**src/rtl/audio_pkg.sv**
```systemverilog
// Shared constants, FSM encoding and frame builder for the audio SPI blocks.
// The LTC2624 frame is 32 bits: pad byte, command, address, sample, pad nibble.
package audio_pkg;

    localparam logic [3:0] LTC2624_CMD_WRITE_UPDATE = 4'b0011;
    localparam logic [3:0] LTC2624_ADDR_ALL         = 4'b1111;
    localparam int         LTC2624_FRAME_W          = 32;
    localparam int         SAMPLE_W                 = 12;

    typedef enum logic [1:0] {
        ST_IDLE  = 2'd0,
        ST_SHIFT = 2'd1,
        ST_GAP   = 2'd2
    } tx_state_e;

    function automatic logic [LTC2624_FRAME_W-1:0] ltc2624_frame(
        input logic [3:0]          cmd,
        input logic [3:0]          addr,
        input logic [SAMPLE_W-1:0] sample
    );
        return {8'h00, cmd, addr, sample, 4'h0};
    endfunction

endpackage

```
**src/rtl/spi_clk_div.sv**
```systemverilog
// SPI clock divider: while enabled, emits one strobe every CLK_DIV cycles,
// alternating between rise and fall so the owner can drive a low-first sck.
module spi_clk_div #(
    parameter int unsigned CLK_DIV = 2
) (
    input  logic clock,
    input  logic reset,
    input  logic en_i,
    output logic rise_o,
    output logic fall_o
);

    localparam int unsigned     CNT_W    = (CLK_DIV > 1) ? $clog2(CLK_DIV) : 1;
    localparam logic [CNT_W-1:0] CNT_LAST = CNT_W'(CLK_DIV - 1);

    logic [CNT_W-1:0] cnt_q;
    logic             phase_q;
    logic             tick;

    assign tick   = en_i && (cnt_q == CNT_LAST);
    assign rise_o = tick && !phase_q;
    assign fall_o = tick &&  phase_q;

    // NOTE: non-blocking assignments so every flop samples pre-edge values.
    always_ff @(posedge clock) begin
        if (reset || !en_i) begin
            cnt_q   <= '0;
            phase_q <= 1'b0;
        end else if (tick) begin
            cnt_q   <= '0;
            phase_q <= !phase_q;
        end else begin
            cnt_q   <= cnt_q + 1'b1;
        end
    end

endmodule

```
**src/rtl/dac_spi_tx.sv**
```systemverilog
// Serialises one 12-bit sample per handshake into an LTC2624 write-and-update
// frame. All SPI pins and handshake outputs come straight from flops.
module dac_spi_tx
    import audio_pkg::*;
#(
    parameter int unsigned CLK_DIV  = 2,
    parameter logic [3:0]  DAC_CMD  = LTC2624_CMD_WRITE_UPDATE,
    parameter logic [3:0]  DAC_ADDR = LTC2624_ADDR_ALL,
    parameter int unsigned CS_GAP   = 4
) (
    input  logic                clock,
    input  logic                reset,
    input  logic [SAMPLE_W-1:0] sample_data,
    input  logic                sample_valid,
    output logic                sample_ready,
    output logic                busy,
    output logic                sck,
    output logic                mosi,
    output logic                daccs,
    output logic                dacclr
);

    localparam int unsigned      GAP_W    = (CS_GAP > 1) ? $clog2(CS_GAP) : 1;
    localparam logic [GAP_W-1:0] GAP_LAST = GAP_W'(CS_GAP - 1);

    tx_state_e                  state_q;
    logic [LTC2624_FRAME_W-1:0] frame_q;
    logic [LTC2624_FRAME_W-1:0] frame_d;
    logic [4:0]                 bit_idx_q;
    logic [GAP_W-1:0]           gap_cnt_q;
    logic                       sample_ready_q;
    logic                       busy_q;
    logic                       sck_q;
    logic                       mosi_q;
    logic                       daccs_q;
    logic                       dacclr_q;
    logic                       sck_rise;
    logic                       sck_fall;
    logic                       accept;

    assign frame_d = ltc2624_frame(DAC_CMD, DAC_ADDR, sample_data);
    assign accept  = sample_valid && sample_ready_q;

    spi_clk_div #(
        .CLK_DIV (CLK_DIV)
    ) u_clk_div (
        .clock  (clock),
        .reset  (reset),
        .en_i   (state_q == ST_SHIFT),
        .rise_o (sck_rise),
        .fall_o (sck_fall)
    );

    always_ff @(posedge clock) begin
        if (reset) begin
            state_q        <= ST_IDLE;
            frame_q        <= '0;
            bit_idx_q      <= '0;
            gap_cnt_q      <= '0;
            sample_ready_q <= 1'b0;
            busy_q         <= 1'b0;
            sck_q          <= 1'b0;
            mosi_q         <= 1'b0;
            daccs_q        <= 1'b1;
            dacclr_q       <= 1'b0;
        end else begin
            dacclr_q <= 1'b1;
            case (state_q)
                ST_IDLE: begin
                    if (accept) begin
                        state_q        <= ST_SHIFT;
                        frame_q        <= frame_d;
                        mosi_q         <= frame_d[LTC2624_FRAME_W-1];
                        bit_idx_q      <= 5'd31;
                        daccs_q        <= 1'b0;
                        sample_ready_q <= 1'b0;
                        busy_q         <= 1'b1;
                    end else begin
                        sample_ready_q <= 1'b1;
                        busy_q         <= 1'b0;
                    end
                end
                ST_SHIFT: begin
                    if (sck_rise) begin
                        sck_q <= 1'b1;
                    end
                    // mosi only moves on the falling strobe, so it is stable while sck is high
                    if (sck_fall) begin
                        sck_q <= 1'b0;
                        if (bit_idx_q == 5'd0) begin
                            state_q   <= ST_GAP;
                            daccs_q   <= 1'b1;
                            mosi_q    <= 1'b0;
                            gap_cnt_q <= '0;
                        end else begin
                            bit_idx_q <= bit_idx_q - 5'd1;
                            frame_q   <= frame_q << 1;
                            mosi_q    <= frame_q[LTC2624_FRAME_W-2];
                        end
                    end
                end
                ST_GAP: begin
                    if (gap_cnt_q == GAP_LAST) begin
                        state_q        <= ST_IDLE;
                        sample_ready_q <= 1'b1;
                        busy_q         <= 1'b0;
                    end else begin
                        gap_cnt_q <= gap_cnt_q + 1'b1;
                    end
                end
                default: begin
                    state_q <= ST_IDLE;
                    daccs_q <= 1'b1;
                    sck_q   <= 1'b0;
                end
            endcase
        end
    end

    assign sample_ready = sample_ready_q;
    assign busy         = busy_q;
    assign sck          = sck_q;
    assign mosi         = mosi_q;
    assign daccs        = daccs_q;
    assign dacclr       = dacclr_q;

endmodule

```
**config.mk**
```make
export PLATFORM = sky130hd
export DESIGN_NAME = dac_spi_tx
export DESIGN_NICKNAME = d
export VERILOG_FILES = /design/src/rtl/audio_pkg.sv /design/src/rtl/spi_clk_div.sv /design/src/rtl/dac_spi_tx.sv
export SDC_FILE = /design/constraint.sdc
export NUM_CORES = 1
export LEC_CHECK = 0
export CORE_MARGIN = 4
export CORE_UTILIZATION = 40
export CTS_BUF_LIST = sky130_fd_sc_hd__clkbuf_8
export DETAILED_ROUTE_END_ITERATION = 6
export MAX_ROUTING_LAYER = met4
export PLACE_DENSITY = 0.65
export SETUP_SLACK_MARGIN = 0.3
export SYNTH_ARGS = -nofsm -noshare
export SYNTH_HDL_FRONTEND = slang
export SYNTH_SLANG_ARGS = --single-unit
```
**constraint.sdc**
```tcl
create_clock -name clock -period 1.44 [get_ports clock]
set_input_delay 0.144 -clock clock [delete_from_list [all_inputs] [get_ports clock]]
set_output_delay 0.144 -clock clock [all_outputs]
set_load 0.005 [all_outputs]
```
==> key figures, run 1 <==
Clocking
  – CTS Sinks: 44
  – CTS tree: yes
  – Num CTS Buffers: 5
  – H-tree depth: 2
  – Root buf cell: clkbuf_8
  – CTS clk-pin slew, worst paths: 0.08 ns
  – Worst-Skew Late Latency: about 0.30 ns
  – Hold_buf cts: 0
  – Clk buf depth: 2

Finish
  – Commonest non-fill, non-tap cell in the layout: dfxtp_1
  – Final Non-Filler Cells: 321
  – Share of layout cells above drive strength 1: 46.1%
  – Most frequent cells in the layout: dfxtp_1 (34), buf_4 (27), nand2_1 (26), nor3_1 (16)
  – Antenna cells: 0
  – Area grow syn2layout: 45.8%
  – Finished Core Util: between 60 and 70%
  – Final net count: 283

Worst setup path
  – Kind of critical path: flip-flop to flip-flop
  – Slowest CP cell: dfxtp_2
  – Largest delay contributor family on the critical path: compound AO/OA/AOI/OAI gates
  – Critical-path cell list: inv_2 -> ha_4 -> nor4b_4 -> a22oi_4 -> buf_12 -> nor2_1 -> a311oi_2
  – CP peak stage delay: 0.35 ns
  – CP startpoint kind: flip-flop
  – WP data required: about 1.7 ns
  – CP Capture Type: flip-flop
  – Buf/Inv on CP: 2
  – Arr. time, crit path: around 1.7 ns
  – Critical path fanouts, max: 22

GRT
  – Vias in the first global route: 1633
  – Total global routing overflow: 0
  – First-pass GRT wire length: 7.27 mm
  – Total Routing Usage GR: roughly 16%
  – Largest net degree at the start of global routing: 25
  – Initial antenna violation count: 0

Power and ir drop
  – PD cells: 981 nW/µm²
  – Static leakage: 1.08 nW
  – Total Power: roughly 0.0028 W
  – Worst vdd ir: 0.000524 V

Floorplanning
  – Starting Density: 41.3%
  – Die H: 77.6 µm
  – Die area: 6020 µm²
  – Rows: 25
  – IO Pins: 21
  – Die span in x: 77.6 µm
  – Core area: around 4700 µm²

Detailed routing
  – WL final: approximately 4.3 mm
  – Detailed Routing Iterations Pass 1: 4
  – Detail Route Antenna Nets: 0
  – Vias/cell: 5.30
  – DRT met1 WL: 1.99 mm
  – Initial DRC count: about 80
  – Top Metal Used: met4
  – Met2 WL: 2.10 mm
  – Routed vias: 1700
  – Routed WL per cell: 13.5 µm
  – Met3 routed WL: 161 µm
  – Remaining DRCs: 0

STA
  – Clock Skew: approximately 0.0073 ns
  – Fin crit period: ~1.5 ns
  – Fmax: around 660 MHz
  – Fin worst setup slack: -0.0817 ns
  – Slew Viols, Final: 0
  – Final setup TNS: -1.45 ns
  – Least-Margin Pin Slew: 0.382 ns
  – Period utilization: 106%
  – Final-report hold violation count: 0
  – RSZ-0062 raised after global routing: true
  – Slew headroom: approximately three quarters
  – Final setup fails: 32

Logic synthesis
  – Post-synthesis register bit count: 44
  – Synth Area in Simple Gates: 23.7%
  – Synth warn: 0
  – Sequential area share after synthesis: 45.5%
  – Main combinational cell family by area after synthesis: simple AND/OR/NAND/NOR gates
  – Ys async rst share: 0%
  – Syn_area_per_cell: 9.04 µm²
  – Largest cells by area after synthesis: dfxtp_1 (46%), a311oi_2 (9.3%), nand2_1 (6.4%)
  – Cells after Synth: 214
  – Post-synthesis mux area share: 0.517%
  – Synth Area in XOR/XNOR: 0.452%
  – Post-synthesis adder-cell area fraction: between 1 and 1.5%
  – Top-area cell type share of the netlist area: 45.5%
  – Post-synth EDFFs: 0
  – Synth Area in Compound Gates: 21.8%
  – Post-synth top flop: dfxtp_1
  – Distinct cells, synth: 37
  – Area of the mapped netlist: 1940 µm²
  – Post-Syn Nets: about 230
  – Area leader, netlist: dfxtp_1

Worst hold path
  – Hold WC Path Type: input pin to flip-flop

Placement
  – RD Place Congestion: between 0.8 and 0.9
  – Port-buffer cells: 20
  – Place WS: -0.327 ns
  – Dpl cells: 301
  – DPL Wire Length: 2.73 mm

Flow run
  – Max_cap viols: 0

Status
  – Failing checks: negative setup slack
  – Outcome: finished with violations
==> cell usage after synthesis (3+ instances only) <==
cell and count:
buf_6 3, a21oi_1 16, nor2_1 26, nand3_1 10, buf_4 3, inv_1 6, dfxtp_1 44, o21ai_0 5
a311oi_2 12, clkbuf_1 7, nand2_1 33, buf_2 5, nor3_1 17
==> flip-flops by register name, summed over array words and instances, names as in the netlist <==
signal,flops
dacclr,1
u_clk_div.cnt_q,1
busy,1
sck,1
gap_cnt_q,2
frame_q,27
state_q,2
bit_idx_q,5
u_clk_div.phase_q,1
daccs,1
mosi,1
sample_ready,1
==> final cells by class <==
cell class / count / area (µm²)
fillers: 405 / 1870
multi-input cells: 146 / 1140
flip-flops and latches: 44 / 898
repair buffers: 63 / 601
clock buffers: 6 / 82.6
well taps: 54 / 67.6
inverters: 6 / 22.5
clock inverters: 2 / 7.51
==> worst paths after layout <==
path	startpoint	endpoint	slack (ns)	depth (start not counted)
worst max register to register	bit_idx_q[1]	frame_q[7]	-0.08	7
worst max-delay path	bit_idx_q[1]	frame_q[7]	-0.08	7
worst min register to register	mosi	mosi	0.47	2
worst min-delay path	sample_data[6]	frame_q[10]	0.44	3
==> kinds of logic after synthesis <==
kind of cell,after synthesis
buf+inv,24
compound gates,46
flops,44
simple gates,96
xor+xnor,1
fa+ha+maj,2
mux,1
==> tightest hold or removal path, cell delays in order <==
cell	delay, ns
clkdlybuf4s50_1	0.39
nand2_1	0.07
a311oi_2	0.09
==> metrics by stage <==
| step | instance area, µm² | hold slack (ns) |
|---|---|---|
| global route | 2820 | 0.432 |
| floorplan | 1990 | 0.305 |
| CTS | 2710 | 0.438 |
| global placement | 2400 | 0.439 |
| detailed placement | 2400 | 0.447 |
| finish | 2820 | 0.441 |
==> power by group <==
group | total, W | internal, W | switching (W)
clock network | 0.000789 | 0.000378 | 0.000412
logic | 0.000637 | 0.000335 | 0.000301
registers | 0.00134 | 0.00129 | 0.0000531
total | 0.00277 | 0.00200 | 0.000766
==> layer usage <==
metal	GRT usage (%)	up-vias
li1	-	866
met1	18.4	801
met2	25.4	27
met3	3.60	6
met4	6.23	0
met5	-	-
==> what timing repair did <==
action / 4_1_cts / 5_1_grt
pin swaps: 10 / 5
setup buffers: 8 / 3
endpoints found under the setup margin: 47 / 43
cloned: 0 / 1
resized for setup: 49 / 27
(Power assumes the default switching activity.)
==> run 2, diff against run 1 <==
--- a/config.mk
+++ b/config.mk
@@ -5,12 +5,14 @@
 export SDC_FILE = /design/constraint.sdc
 export NUM_CORES = 1
 export LEC_CHECK = 0
+export CELL_PAD_IN_SITES_DETAIL_PLACEMENT = 0
+export CELL_PAD_IN_SITES_GLOBAL_PLACEMENT = 1
 export CORE_MARGIN = 4
 export CORE_UTILIZATION = 40
 export CTS_BUF_LIST = sky130_fd_sc_hd__clkbuf_8
 export DETAILED_ROUTE_END_ITERATION = 6
 export MAX_ROUTING_LAYER = met4
-export PLACE_DENSITY = 0.65
+export PLACE_DENSITY = 0.81
 export SETUP_SLACK_MARGIN = 0.3
 export SYNTH_ARGS = -nofsm -noshare
 export SYNTH_HDL_FRONTEND = slang
==> run 2 against run 1 <==
Worst hold slack got worse by 0.27 ns. Highest routed layer unchanged. The run still ends with negative setup slack left. Sequential cell count unchanged. Wire length up 7.4%. Worst setup slack lost 0.026 ns. Clock-buffer cell count did not move. Non-clock buffer count rose by 2. Register-to-register slack worse by 0.03 ns. Total power increased by 1.3%. Largest power group unchanged. Sequential power is essentially flat. Global-route usage up 0.25 points. Design area grew 0.84%.
==> key figures, run 2 (same netlist as run 1, synthesis figures left out) <==
Status
  – Outcome: finished with violations
  – Failing checks: negative setup slack

Clocking
  – Root buf cell: clkbuf_8
  – CTS tree: yes
  – CTS clk-pin slew, worst paths: roughly 0.08 ns
  – Num CTS Buffers: 5
  – H-tree depth: 2
  – Worst-Skew Late Latency: 0.29 ns
  – Clk buf depth: 2
  – CTS Sinks: 44

Power and ir drop
  – Total Power: 0.00280 W
  – Pint: 0.00203 W
  – Sequential fraction of design power: 47.9%
  – Combinational group share of total power: 24.0%
  – Static leakage: ~1.1 nW
  – Net switching power figure: 0.000778 W
  – Clk pwr share: 28.1%
  – Switching share of power: between 20% and 30%
  – Worst vdd ir: 0.000577 V
  – PD cells: 985 nW/µm²

STA
  – Final-report hold violation count: 0
  – Period utilization: 107%
  – Fin worst setup slack: -0.108 ns
  – Final setup fails: 36
  – Fin crit period: 1.55 ns
  – Hold WS: roughly 0.17 ns
  – Slew Viols, Final: 0
  – RSZ-0062 raised after global routing: true
  – Fmax: about 650 MHz
  – Clock Skew: 0.00233 ns
  – Slew headroom: 80.1%
  – Final setup TNS: -2.11 ns
  – Least-Margin Pin Slew: about 0.30 ns

Detailed routing
  – WL final: roughly 4.6 mm
  – Vias/cell: 5.37
  – Routed vias: 1741
  – Detailed Routing Iterations Pass 1: 4
  – Initial DRC count: 44
  – Routed WL per cell: around 14 µm
  – Detail Route Antenna Nets: 0
  – Remaining DRCs: 0

Finish
  – Share of layout cells above drive strength 1: roughly 44%
  – Largest registers: frame_q (27), bit_idx_q (5)
  – Final net count: 286
  – Reg with most FFs: frame_q
  – Area grow syn2layout: 47.0%
  – Most frequent cells in the layout: dfxtp_1 (36), buf_4 (33), nand2_1 (27), nor2_1 (16)
  – Antenna cells: 0
  – Max reg flops: 27
  – Final Non-Filler Cells: 324
  – Commonest non-fill, non-tap cell in the layout: dfxtp_1

Worst setup path
  – Critical path fanouts, max: 7
  – CP startpoint kind: flip-flop
  – CP Capture Type: flip-flop
  – Critical-path cell list: inv_2 -> ha_4 -> nor4b_4 -> buf_4 -> a22o_4 -> buf_8 -> nand2_2 -> a21oi_2
  – CP peak stage delay: roughly 0.33 ns
  – Largest delay contributor family on the critical path: buffers and inverters
  – Slowest CP cell: dfxtp_2
  – R2R setup slack: -0.11 ns
  – WP data required: 1.67 ns
  – Buf/Inv on CP: 3
  – Arr. time, crit path: 1.78 ns
  – Kind of critical path: flip-flop to flip-flop

Floorplanning
  – Starting Density: between 40% and 50%
  – Die span in x: just under 80 µm
  – Core area: 4690 µm²
  – Rows: 25
  – Die H: 77.6 µm
  – IO Pins: 21
  – Die area: 6020 µm²

GRT
  – First-pass GRT wire length: approximately 7.4 mm
  – Total Routing Usage GR: 15.7%
  – Initial antenna violation count: 0
  – Total global routing overflow: 0
  – Vias in the first global route: 1634
  – Largest net degree at the start of global routing: 42

Flow run
  – Max_cap viols: 0

Worst hold path
  – Hold WC Path Type: input pin to flip-flop

Placement
  – Dpl cells: 303
  – DPL Wire Length: 2.69 mm
  – RD Place Congestion: 0.778
  – Port-buffer cells: 20
==> run 2: per-stage QoR <==
| step | setup slack (ns) | area [µm²] | util, % |
|---|---|---|---|
| after floorplan | -0.00472 | 1990 | - |
| after detailed placement | -0.342 | 2420 | 51.6 |
| after global placement | -0.305 | 2420 | 51.6 |
| final | -0.108 | 2850 | 60.6 |
| after global routing | -0.170 | 2850 | 60.6 |
| after CTS | -0.0943 | 2720 | 57.9 |
==> run 2: metal layers <==
layer	vias up	global-route usage [%]	share of wire [%]	wire length, µm
met3	8	3.71	4.2	193
met4	0	6.23	1.3	62
li1	869	-	-	-
met5	-	-	0	0
met1	828	18.7	45	2070
met2	36	25.8	50	2320
==> run 2: final cells by class <==
cell class	instances	area, µm²
Inverter	6	22.5
Fill cell	415	1850
Sequential cell	44	893
Timing Repair Buffer	65	624
Clock buffer	6	82.6
Tap cell	54	67.6
Multi-Input combinational cell	147	1150
Clock inverter	2	7.51
==> run 2: worst paths after layout <==
path                start     endpoint  depth (start not counted)
min reg2reg   frame_q[30]  frame_q[30]                          2
max          bit_idx_q[0]  frame_q[23]                          8
max reg2reg  bit_idx_q[0]  frame_q[23]                          8
min                 reset  frame_q[24]                          2
==> run 2: power by group through the flow <==
| stage | sequential [W] | clock, W | combinational, W |
|---|---|---|---|
| final | 0.00134 | 0.000787 | 0.000672 |
| after CTS | 0.00134 | 0.000806 | 0.000620 |
| after floorplan | 0.00136 | 0 | 0.000335 |
| after detailed placement | 0.00136 | 0 | 0.000535 |
| after global routing | 0.00135 | 0.000870 | 0.000726 |
| after global placement | 0.00136 | 0 | 0.000529 |
==> run 2: timing repair <==
item                                    CTS  global route
hold buffers                              0             0
buffers inserted                          8             3
pin swaps                                 8            10
cloned                                    1             1
gates resized for setup                  43            19
endpoints found under the setup margin   47            42
